<file path="src/rtl/cpu_pkg.sv">
// cpu_pkg: shared flag indices, flag width and CCR reset value
package cpu_pkg;
  localparam int FLAG_Z = 0;
  localparam int FLAG_N = 1;
  localparam int FLAG_C = 2;
  localparam int FLAG_V = 3;
  localparam int FLAGS_W = 4;
  localparam logic [FLAGS_W-1:0] CCR_RST = 4'b0000;
endpackage

</file>
<file path="src/rtl/ccr_shadow_stack.sv">
// ccr_shadow_stack: flag LIFO (push/pop/din -> dout top, depth, full, empty); push+pop keeps the stack, full push and empty pop are ignored
module ccr_shadow_stack
  import cpu_pkg::*;
#(
  parameter int SHADOW_DEPTH = 2,
  parameter int DEPTH_W = 2
) (
  input  logic               clk,
  input  logic               rst,
  input  logic               push,
  input  logic               pop,
  input  logic [FLAGS_W-1:0] din,
  output logic [FLAGS_W-1:0] dout,
  output logic [DEPTH_W-1:0] depth,
  output logic               full,
  output logic               empty
);
  logic [FLAGS_W-1:0] mem [2**DEPTH_W];
  always_comb begin
    full = depth == DEPTH_W'(SHADOW_DEPTH);
    empty = depth == '0;
    dout = mem[depth - DEPTH_W'(1)];
  end
  always_ff @(posedge clk) begin
    if (rst) begin
      depth <= '0;
      for (int i = 0; i < 2**DEPTH_W; i++) mem[i] <= CCR_RST;
    end else if (push && !pop && !full) begin
      mem[depth] <= din;
      depth <= depth + DEPTH_W'(1);
    end else if (pop && !push && !empty) begin
      depth <= depth - DEPTH_W'(1);
    end
  end
endmodule

</file>
<file path="src/rtl/ccr_unit.sv">
// ccr_unit: condition code register (flag enables, alu_flags, jump clears, int_save/rti_restore -> flags_out, shadow_depth, sticky ovf_err/unf_err)
module ccr_unit
  import cpu_pkg::*;
#(
  parameter int SHADOW_DEPTH = 2,
  parameter int DEPTH_W = 2
) (
  input  logic               clk,
  input  logic               rst,
  input  logic               z_en,
  input  logic               n_en,
  input  logic               c_en,
  input  logic               v_en,
  input  logic [FLAGS_W-1:0] alu_flags,
  input  logic               jz_taken,
  input  logic               jn_taken,
  input  logic               jc_taken,
  input  logic               int_save,
  input  logic               rti_restore,
  output logic [FLAGS_W-1:0] flags_out,
  output logic [DEPTH_W-1:0] shadow_depth,
  output logic               ovf_err,
  output logic               unf_err
);
  logic [FLAGS_W-1:0] en, clr, upd, top;
  logic full, empty;
  always_comb begin
    en = {v_en, c_en, n_en, z_en};
    clr = '0;
    clr[FLAG_Z] = jz_taken;
    clr[FLAG_N] = jn_taken;
    clr[FLAG_C] = jc_taken;
    upd = ((en & alu_flags) | (~en & flags_out)) & ~clr;
  end
  ccr_shadow_stack #(.SHADOW_DEPTH(SHADOW_DEPTH), .DEPTH_W(DEPTH_W)) u_stack (
    .clk(clk),
    .rst(rst),
    .push(int_save),
    .pop(rti_restore),
    .din(upd),
    .dout(top),
    .depth(shadow_depth),
    .full(full),
    .empty(empty)
  );
  always_ff @(posedge clk) begin
    if (rst) begin
      flags_out <= CCR_RST;
      ovf_err <= 1'b0;
      unf_err <= 1'b0;
    end else begin
      flags_out <= rti_restore ? (empty ? CCR_RST : top) : upd;
      unf_err <= unf_err | (rti_restore & empty);
      ovf_err <= ovf_err | (int_save & ~rti_restore & full);
    end
  end
endmodule

</file>
<file path="config.mk">
export PLATFORM = sky130hd
export DESIGN_NAME = ccr_unit
export DESIGN_NICKNAME = d
export VERILOG_FILES = /design/src/rtl/cpu_pkg.sv /design/src/rtl/ccr_shadow_stack.sv /design/src/rtl/ccr_unit.sv
export SDC_FILE = /design/constraint.sdc
export NUM_CORES = 1
export LEC_CHECK = 0
export CAP_MARGIN = 20
export CORE_UTILIZATION = 35
export DETAILED_ROUTE_END_ITERATION = 8
export REMOVE_ABC_BUFFERS = 1
export SLEW_MARGIN = 20
export SYNTH_ARGS = -nofsm -noshare
export SYNTH_HDL_FRONTEND = slang
export SYNTH_SLANG_ARGS = --single-unit
</file>
<file path="constraint.sdc">
create_clock -name clk -period 3.6 [get_ports clk]
set_input_delay 0.72 -clock clk [delete_from_list [all_inputs] [get_ports clk]]
set_output_delay 0.72 -clock clk [all_outputs]
set_load 0.02 [all_outputs]
</file>
==> metrics <==
Resized cells post-CTS 0; # setup viols final 0; Fin Hold WS ~0.50 ns; setup TNS 0 ns; period utilization 63.0%; Crit Path Max Fanout 10; Slew @ Worst Pin 0.550 ns; clk slew on worst S/H paths between 0.1 and 0.15 ns; Clock Latency Late Sink roughly 0.32 ns; die width between 50 and 60 um; status complete, no violations; vias between 800 and 900; max_cap viols 0; Cell Count, Final, Fillers Out about 170; die height a little under 60 um; commonest cells after routing, fill and taps aside 22 x clkdlybuf4s50_1, 19 x nor2_1, 16 x edfxtp_1; Post-CTS Hold Fix Bufs 0; Initial Utilization between 30% and 40%; initial DRC count 22; Netlist cell types 31; htree depth 1; Core ar. approximately 0.0031 sq mm; Syn Inst Count 99; largest net degree at the start of global routing 15; vias in the first global route between 700 and 800; critical path data arrival time approximately 1.6 ns; Required @ worst endpoint about 2.9 ns; fmax between 0.4 and 0.5 GHz; clock buffer count from CTS 3; I/O pin cnt 23; RSZ-0062 raised after global routing false; Pre-antenna DRT Iters 4; CP Cell Sequence clkdlybuf4s50_1; LEAKAGE roughly 0.50 nW; Crit path max-delay family buffers and inverters; area grow syn2layout 23.8%; initial antenna violation count 0; crit path kind reg2out; Tmin final roughly 2.3 ns; CP max stage delay 0.68 ns; #FFs+latches synth 24; Pwr Density approximately 380 mW/mm^2; TritonCTS clock tree done; share of layout cells above drive strength 1 9.92%; worst min path class reg2reg; sequential fraction of the synthesis area between 50 and 60%; worst path bufs/invs 1; clock skew ~0.013 ns; diodes inserted 0; cell area after synthesis between 0.001 and 0.0015 sq mm; die area around 0.0036 sq mm; crit start category register; nets approximately 140; DRC viols 0; clock tree buffer depth 2; first-pass GRT wire length ~3600 um; Max-slew headroom between 60% and 70%; gr ovfl total 0; Row Count 20; Post-Place Cells about 160; most common cell after layout, fill and taps aside clkdlybuf4s50_1; syn avg cell area between 10 and 15 sq um; Routed WL 2260 um; slowest stage cell, crit path clkdlybuf4s50_1; VDD IR-drop max approximately 0.17 mV; Final ANT Viol Nets 0; max-slew violation count 0; gr usage total between 10% and 20%; vias per inst approximately 4.9; Port Buffers 22; DP HPWL between 1500 and 2000 um; # clock sinks 24; element type at the critical path end output pin; WL/cell 13.7 um; Yosys warning count 0; final hold violations 0; Clock Tree Root clkbuf_4; Routability Congestion around 0.74; Setup Buffers After CTS 0
## synthesized netlist by cell type
cell | instances | area, sq um
nor2_1 | 19 | 71.3
edfxtp_1 | 16 | 480
mux2i_1 | 11 | 110
dfxtp_1 | 8 | 160
a21oi_1 | 3 | 15.0
inv_1 | 3 | 11.3
nand2b_1 | 3 | 18.8
o22a_1 | 3 | 26.3
or2_2 | 3 | 18.8
or3_1 | 3 | 18.8
buf_2 | 2 | 10.0
ha_1 | 2 | 25.0
nand3_1 | 2 | 10.0
nor2b_1 | 2 | 12.5
nor3_1 | 2 | 10.0
nor3b_2 | 2 | 25.0
a211oi_1 | 1 | 7.51
a21o_1 | 1 | 7.51
a21oi_2 | 1 | 8.76
a2bb2oi_1 | 1 | 8.76
a31o_2 | 1 | 8.76
a31oi_1 | 1 | 6.26
buf_6 | 1 | 11.3
clkbuf_1 | 1 | 3.75
mux2_1 | 1 | 11.3
mux4_2 | 1 | 22.5
nand2_1 | 1 | 3.75
nand3b_1 | 1 | 7.51
nor4b_2 | 1 | 15.0
o21a_1 | 1 | 7.51
or3b_1 | 1 | 8.76
## routing by layer
layer,up-vias,global-route usage (%),routed length (um)
met4,0,6.98,42
met3,5,2.62,103
met5,-,0,0
met2,19,22.2,1010
li1,404,-,-
met1,377,19.1,1110
## flip-flops by register name, summed over array words and instances (netlist names)
name,flops
flags_out,4
ovf_err,1
u_stack.depth,2
u_stack.mem,16
unf_err,1
## per-stage QoR
stage,setup slack (ns),util [%],area (sq um),power [mW]
after floorplan,1.63,-,1140,0.392
after global placement,1.08,45.5,1410,0.441
after detailed placement,1.05,45.5,1410,0.441
after CTS,1.32,46.4,1440,0.557
after global routing,1.26,46.4,1440,0.580
final,1.33,46.4,1440,0.551
## area by class of cell
class | count | area (sq um)
fill | 312 | 1660
sequential | 24 | 641
clock buffer | 3 | 22.5
timing repair buffer | 22 | 220
clock inverter | 1 | 3.75
inverter | 3 | 11.3
multi-input combinational | 68 | 485
tap | 44 | 55.1
## kinds of logic after synthesis
| kind of cell | after synthesis | synth area share [%] |
|---|---|---|
| AOI/OAI and AO/OA | 13 | 8.29 |
| adders and majority gates | 2 | 2.15 |
| buffers and inverters | 7 | 3.12 |
| DFF | 24 | 55.1 |
| muxes | 13 | 12.4 |
| and+or+nand+nor | 40 | 18.9 |
## where the power goes
group	internal (mW)	total (mW)	switching (mW)
combinational	0.0583	0.116	0.0574
sequential	0.309	0.318	0.00972
clock	0.0406	0.117	0.0761
## path summary, 6_finish.rpt
path / cells after the start / start / to / slack, ns
hold reg to reg: 2 / ovf_err$_SDFF_PP0_ / ovf_err$_SDFF_PP0_ / 0.50
setup / recovery: 1 / u_stack.depth[0]$_SDFFE_PP0P_ / shadow_depth[0] / 1.33
setup reg to reg: 5 / u_stack.depth[0]$_SDFFE_PP0P_ / u_stack.mem[0][2]$_SDFFCE_PN0P_ / 1.54
hold / removal: 2 / ovf_err$_SDFF_PP0_ / ovf_err$_SDFF_PP0_ / 0.50
(Power assumes the default switching activity.)
